===== src/rtl/ahb3lite_pkg.sv =====
// Shared AHB3-Lite types for the two-master arbiter: transfer/burst encodings,
// arbiter FSM states and the fixed-burst length decode.
package ahb3lite_pkg;

  typedef enum logic [1:0] {
    IDLE   = 2'b00,
    BUSY   = 2'b01,
    NONSEQ = 2'b10,
    SEQ    = 2'b11
  } HTRANS_state;

  typedef enum logic [2:0] {
    SINGLE = 3'd0,
    INCR   = 3'd1,
    WRAP4  = 3'd2,
    INCR4  = 3'd3,
    WRAP8  = 3'd4,
    INCR8  = 3'd5,
    WRAP16 = 3'd6,
    INCR16 = 3'd7
  } HBURST_Type;

  typedef enum logic [1:0] {
    ARB_IDLE         = 2'd0,
    ARB_OWN          = 2'd1,
    ARB_LOCKED_BURST = 2'd2
  } arb_state;

  localparam int BEAT_CNT_W = 5;

  // Zero means the burst has no fixed length (SINGLE or INCR).
  function automatic logic [BEAT_CNT_W-1:0] burst_beats(input HBURST_Type burst);
    logic [BEAT_CNT_W-1:0] beats;
    case (burst)
      WRAP4, INCR4:   beats = BEAT_CNT_W'(4);
      WRAP8, INCR8:   beats = BEAT_CNT_W'(8);
      WRAP16, INCR16: beats = BEAT_CNT_W'(16);
      default:        beats = '0;
    endcase
    return beats;
  endfunction

endpackage


===== src/rtl/ahb3lite_arb_rr2.sv =====
// Two-way round-robin decision: picks the next owner from the current requests
// and remembers who was granted last so ties alternate.
module ahb3lite_arb_rr2
  import ahb3lite_pkg::*;
(
  input  logic       clk,
  input  logic       rst,
  input  logic [1:0] req,
  input  logic       arb_en,
  output logic [1:0] grant
);

  logic last_q, last_d;

  always_comb begin
    grant  = 2'b00;
    last_d = last_q;
    case (req)
      2'b11:   grant = last_q ? 2'b01 : 2'b10;
      2'b01:   grant = 2'b01;
      2'b10:   grant = 2'b10;
      default: grant = 2'b00;
    endcase
    if (arb_en && (grant != 2'b00)) begin
      last_d = grant[1];
    end
  end

  // last starts at 1 so master 0 wins the first tie after reset.
  always_ff @(posedge clk) begin
    if (rst) begin
      last_q <= 1'b1;
    end else begin
      last_q <= last_d;
    end
  end

endmodule


===== src/rtl/ahb3lite_arbiter_2m.sv =====
// Two-master AHB3-Lite arbiter: grant FSM with fixed-burst locking and an INCR
// hold limit, plus the address-phase and data-phase multiplexers to the slave.
module ahb3lite_arbiter_2m
  import ahb3lite_pkg::*;
#(
  parameter int MAX_HOLD = 16,
  parameter int NUM_M    = 2
) (
  input  logic                   HCLK,
  input  logic                   HRESET,
  input  logic [NUM_M-1:0]       M_HBUSREQ,
  input  logic [NUM_M-1:0][31:0] M_HADDR,
  input  logic [NUM_M-1:0][1:0]  M_HTRANS,
  input  logic [NUM_M-1:0][2:0]  M_HBURST,
  input  logic [NUM_M-1:0][2:0]  M_HSIZE,
  input  logic [NUM_M-1:0]       M_HWRITE,
  input  logic [NUM_M-1:0][31:0] M_HWDATA,
  output logic [NUM_M-1:0]       HGRANT,
  output logic                   HMASTER,
  output logic [31:0]            HADDR,
  output logic [1:0]             HTRANS,
  output logic [2:0]             HBURST,
  output logic [2:0]             HSIZE,
  output logic                   HWRITE,
  output logic [31:0]            HWDATA,
  input  logic                   HREADYOUT,
  output logic                   HREADY,
  output logic [1:0]             dbg_state
);

  localparam int HOLD_W = $clog2(MAX_HOLD + 1);
  localparam logic [HOLD_W-1:0] HOLD_MAX  = HOLD_W'(MAX_HOLD);
  localparam logic [HOLD_W-1:0] HOLD_LAST = HOLD_W'(MAX_HOLD - 1);

  arb_state                state_q, state_d;
  logic [NUM_M-1:0]        hgrant_q, hgrant_d;
  logic                    hmaster_q, hmaster_d;
  logic                    downer_q, downer_d;
  logic [BEAT_CNT_W-1:0]   beat_cnt_q, beat_cnt_d;
  logic [HOLD_W-1:0]       incr_cnt_q, incr_cnt_d;

  HTRANS_state own_trans;
  HBURST_Type  own_burst;
  logic        own_req, other_req;
  logic        accepted, lock_start, final_beat, hold_hit, release_own, arb_pt;
  logic [1:0]  rr_grant;

  ahb3lite_arb_rr2 u_rr (
    .clk    (HCLK),
    .rst    (HRESET),
    .req    (M_HBUSREQ),
    .arb_en (arb_pt),
    .grant  (rr_grant)
  );

  always_comb begin
    own_trans = HTRANS_state'(M_HTRANS[hmaster_q]);
    own_burst = HBURST_Type'(M_HBURST[hmaster_q]);
    own_req   = M_HBUSREQ[hmaster_q];
    other_req = M_HBUSREQ[~hmaster_q];

    // BUSY is deliberately excluded: it neither counts as a beat nor releases the bus.
    accepted    = HREADYOUT && (state_q != ARB_IDLE) &&
                  ((own_trans == NONSEQ) || (own_trans == SEQ));
    lock_start  = (state_q == ARB_OWN) && accepted && (own_trans == NONSEQ) &&
                  (burst_beats(own_burst) != '0);
    final_beat  = (state_q == ARB_LOCKED_BURST) && accepted &&
                  (beat_cnt_q == BEAT_CNT_W'(1));
    hold_hit    = accepted && (own_burst == INCR) && (incr_cnt_q >= HOLD_LAST) && other_req;
    release_own = (own_trans == IDLE) || !own_req || hold_hit ||
                  (accepted && (own_trans == NONSEQ) && (own_burst == SINGLE));

    arb_pt = 1'b0;
    case (state_q)
      ARB_IDLE:         arb_pt = HREADYOUT;
      ARB_OWN:          arb_pt = HREADYOUT && !lock_start && release_own;
      ARB_LOCKED_BURST: arb_pt = final_beat;
      default:          arb_pt = HREADYOUT;
    endcase
  end

  always_comb begin
    state_d    = state_q;
    hgrant_d   = hgrant_q;
    hmaster_d  = hmaster_q;
    downer_d   = downer_q;
    beat_cnt_d = beat_cnt_q;
    incr_cnt_d = incr_cnt_q;

    if (HREADYOUT) begin
      downer_d = hmaster_q;
    end

    // The NONSEQ that opens a fixed burst is itself the first beat.
    if (lock_start) begin
      state_d    = ARB_LOCKED_BURST;
      beat_cnt_d = burst_beats(own_burst) - BEAT_CNT_W'(1);
    end else if ((state_q == ARB_LOCKED_BURST) && accepted) begin
      beat_cnt_d = beat_cnt_q - BEAT_CNT_W'(1);
    end

    if ((state_q == ARB_OWN) && accepted && (own_burst == INCR) && (incr_cnt_q != HOLD_MAX)) begin
      incr_cnt_d = incr_cnt_q + HOLD_W'(1);
    end

    if (arb_pt) begin
      hgrant_d = rr_grant;
      if (rr_grant != hgrant_q) begin
        incr_cnt_d = '0;
      end
      if (rr_grant == 2'b00) begin
        state_d = ARB_IDLE;
      end else begin
        state_d   = ARB_OWN;
        hmaster_d = rr_grant[1];
      end
    end
  end

  // Reset wins over everything, including a burst in flight.
  always_ff @(posedge HCLK) begin
    if (HRESET) begin
      state_q    <= ARB_IDLE;
      hgrant_q   <= '0;
      hmaster_q  <= 1'b0;
      downer_q   <= 1'b0;
      beat_cnt_q <= '0;
      incr_cnt_q <= '0;
    end else begin
      state_q    <= state_d;
      hgrant_q   <= hgrant_d;
      hmaster_q  <= hmaster_d;
      downer_q   <= downer_d;
      beat_cnt_q <= beat_cnt_d;
      incr_cnt_q <= incr_cnt_d;
    end
  end

  always_comb begin
    HGRANT    = hgrant_q;
    HMASTER   = hmaster_q;
    HADDR     = (hgrant_q != '0) ? M_HADDR[hmaster_q] : 32'h0;
    HTRANS    = (hgrant_q != '0) ? M_HTRANS[hmaster_q] : IDLE;
    HBURST    = M_HBURST[hmaster_q];
    HSIZE     = M_HSIZE[hmaster_q];
    HWRITE    = M_HWRITE[hmaster_q];
    HWDATA    = M_HWDATA[downer_q];
    HREADY    = HREADYOUT;
    dbg_state = state_q;
  end

endmodule


===== config.mk =====
export PLATFORM = sky130hd
export DESIGN_NAME = ahb3lite_arbiter_2m
export DESIGN_NICKNAME = d
export VERILOG_FILES = /design/src/rtl/ahb3lite_pkg.sv /design/src/rtl/ahb3lite_arb_rr2.sv /design/src/rtl/ahb3lite_arbiter_2m.sv
export SDC_FILE = /design/constraint.sdc
export NUM_CORES = 1
export LEC_CHECK = 0
export BUFFER_PORTS_ARGS = -buffer_cell sky130_fd_sc_hd__buf_2
export CAP_MARGIN = 30
export CELL_PAD_IN_SITES_DETAIL_PLACEMENT = 2
export CELL_PAD_IN_SITES_GLOBAL_PLACEMENT = 2
export CORE_MARGIN = 2
export CORE_UTILIZATION = 18
export DETAILED_ROUTE_END_ITERATION = 8
export GPL_TIMING_DRIVEN = 0
export HOLD_SLACK_MARGIN = 0.1
export PLACE_DENSITY_LB_ADDON = 0.2
export SLEW_MARGIN = 20
export SYNTH_ARGS = -nofsm -noshare
export SYNTH_HDL_FRONTEND = slang
export SYNTH_SLANG_ARGS = --single-unit

===== constraint.sdc =====
create_clock -name HCLK -period 7.85 [get_ports HCLK]
set_clock_uncertainty 0.2 [all_clocks]
set_input_delay 0.3925 -clock HCLK [delete_from_list [all_inputs] [get_ports HCLK]]
set_output_delay 0.3925 -clock HCLK [all_outputs]
set_load 0.01 [all_outputs]

==> flow_summary.yaml <==
cells_and_area:
  utilization_pct: 30.0
  mostFrequentLayoutCell: "buf_2"
  area_growth_pct: 64.1
  final_cell_mix: "231 x buf_2, 42 x mux2_2, 41 x nor2_1"
  layout-drive-gt1-share_pct: 58.6
  design_area_um2: 3580
  fin_nets: 652
clock_network:
  cts_tree: "done"
  htree_levels: 1
  cts_resized: 0
  clkLatencyLatePin_ns: 0.25
  post-cts-setup-buffers: 0
  path_clk_slew_ns: 0.06
  cts.sinks: 17
  root_buffer: "clkbuf_16"
  hold_buffers: 0
  cts_buffers: 3
  clk_path_buf_depth: 2
critical_path:
  crit_fanout: 10
  critPathKind: "register to register"
  cpMaxStageDelayCell: "or4_1"
  cp_top_family: "multiplexers"
  cp_data_required_time_ns: 7.79
  arrival_ns: 3.27
  cp.buffers_inverters: 1
  crit_path_start_kind: "register"
  crit_path_cell_trace: "buf_4 -> mux2_2 -> nand2b_1 -> ha_1 -> ha_1 -> or4_1 -> o2111a_2 -> a22oi_4 -> mux2_2"
  cpPeakStageDelay_ns: 0.52
  cp-end-kind: "register"
floorplanning:
  rows: 40
  core_um2: 11900
  initial_utilization_pct: 18.3
  pin_count: 230
  dieArea_um2: 13000
  fp.dieW_um: 114
  die_h_um: 114
timing:
  hold_viol: 0
  drv_slew: 0
  tns_ns: 0
  fin_crit_ns: 3.33
  tightest_slew_ns: 0.682
  fmax_mhz: 300
  rsz0062_at_grt: "no"
  setup_viol: 0
  fin_crit_sh_pct: 42.5
  relSlewSlack_pct: 54.0
global_routing:
  grt_use_total_pct: 16.4
  grtUsageMet2_pct: 32.6
  grt_pass1_vias: 3168
  grt.met3_usage_pct: 4.14
  antenna_found_initial: 1
  grt_overflow: 0
  grt_max_degree: 11
  use_met1_pct: 17.2
  grt_pass1_wl_mm: 16.6
  grt.busiest_layer: "met2"
yosys:
  yosysUniqueCellTypes: 46
  synth-seq-area-share_pct: 15.6
  async_flop_share_pct: 0
  synthMuxAreaShare_pct: 40.1
  synth.avg_cell_area_um2: 8.38
  synth_fa_ha_area_share_pct: 5.74
  yosys.area.top_type: "mux2_2"
  synth_enable_flop_cells: 0
  synth_xor_area_share_pct: 2.81
  synth-compound-area-share_pct: 12.1
  synth_top_family_by_area: "multiplexers"
  syn_nets: 421
  synth_top_cell_area_share_pct: 21.7
  netlist_area_um2: 2180
  synthCells: 260
  synth-simple-area-share_pct: 17.9
  yosysWarnings: 0
  ys_seq_elements: 17
  synth.area.top_cells: "mux2_2 22%, mux2i_1 17%, dfxtp_1 16%"
  synth_ff_type: "dfxtp_1"
job:
  max_cap_violations: 0
route:
  drcViolationCount: 0
  final_antenna_net_count: 0
  routed_via_density: 4.48
  dr.pass1.iters: 4
  wl_mm: 11.3
  wire_per_inst_um: 17.7
  drt_iter0_drc: 45
  dr_total_vias: 2859
placement:
  placed_area_um2: 3490
  dp_hpwl_mm: 10.1
  io_buffers: 226
  gp_congestion: 0.777
power_and_ir_drop:
  p_per_area_nw_per_um2: 107
  ir_worst_vdd_v: 0.0000633
  p_leak_nw: 1.72
outcome:
  status: "complete, no violations"
min_path:
  hp-class: "register to register"
-- Yosys cell counts, types with 3 or more instances --
cell type	instances
o21ai_0	7
buf_2	5
clkbuf_1	11
mux2_2	42
dfxtp_1	17
nand2b_1	3
inv_1	12
a211oi_1	7
nor3_1	5
ha_1	10
nand3_1	3
xnor2_1	5
or3_1	4
a21oi_1	5
nand2_1	9
mux2i_1	37
nor2b_1	3
nor2_1	41
-- layout make-up --
type,instances,area [um^2]
Tap cell,147,184
Inverter,12,45.0
Timing Repair Buffer,226,1130
Clock buffer,3,75.1
Buffer,18,81.3
Multi-Input combinational cell,213,1710
Clock inverter,1,5.00
Sequential cell,17,340
Fill cell,1447,8330
Antenna cell,1,2.50
-- worst reg2reg max path: stages, from the launching register on --
cell and delay, ns:
dfxtp_1 0.46, buf_4 0.24, mux2_2 0.39, nand2b_1 0.17, ha_1 0.20, ha_1 0.21
or4_1 0.52, o2111a_2 0.19, a22oi_4 0.28, mux2_2 0.37
-- logic make-up (layout without fill, tap and decap cells) --
family	Yosys count	count (layout)
other cells	0	1
xor+xnor	7	7
simple gates	81	81
mux	81	81
fa+ha+maj	10	10
buf+inv	30	260
compound gates	34	34
flops	17	17
-- layer usage --
metal / vias to the layer above / share of wire (%)
li1: 1394 / -
met1: 1349 / 36
met5: - / 0
met3: 14 / 6.0
met4: 0 / 1.9
met2: 102 / 56
-- stage by stage --
stage | std cells | setup slack (ns) | power [mW] | hold slack [ns]
floorplan | 260 | 4.68 | 0.191 | 0.242
global placement | 633 | 4.54 | 0.280 | 0.261
detailed placement | 633 | 4.51 | 0.284 | 0.272
CTS | 637 | 4.49 | 0.394 | 0.284
global route | 638 | 4.37 | 0.413 | 0.302
finish | 638 | 4.52 | 0.384 | 0.279
-- sequential cells by signal (all words and copies together), names as in the netlist --
name,cells
HGRANT,2
beat_cnt_q,5
HMASTER,1
u_rr.last_q,1
dbg_state,2
downer_q,1
incr_cnt_q,5
-- path summary, 6_finish.rpt --
kind / startpoint / end / slack, ns / cells past startpoint
worst max-delay path: HMASTER / HGRANT[0] / 4.52 / 9
worst min-delay path: u_rr.last_q / u_rr.last_q / 0.28 / 1
worst max register to register: HMASTER / HGRANT[0] / 4.52 / 9
worst min register to register: u_rr.last_q / u_rr.last_q / 0.28 / 1
-- where the power goes --
| part | internal (mW) | switching (mW) |
|---|---|---|
| combinational | 0.0900 | 0.0959 |
| clock | 0.0683 | 0.0368 |
| sequential | 0.0891 | 0.00352 |
| total | 0.247 | 0.136 |
Power figures use the tool's default switching activity.
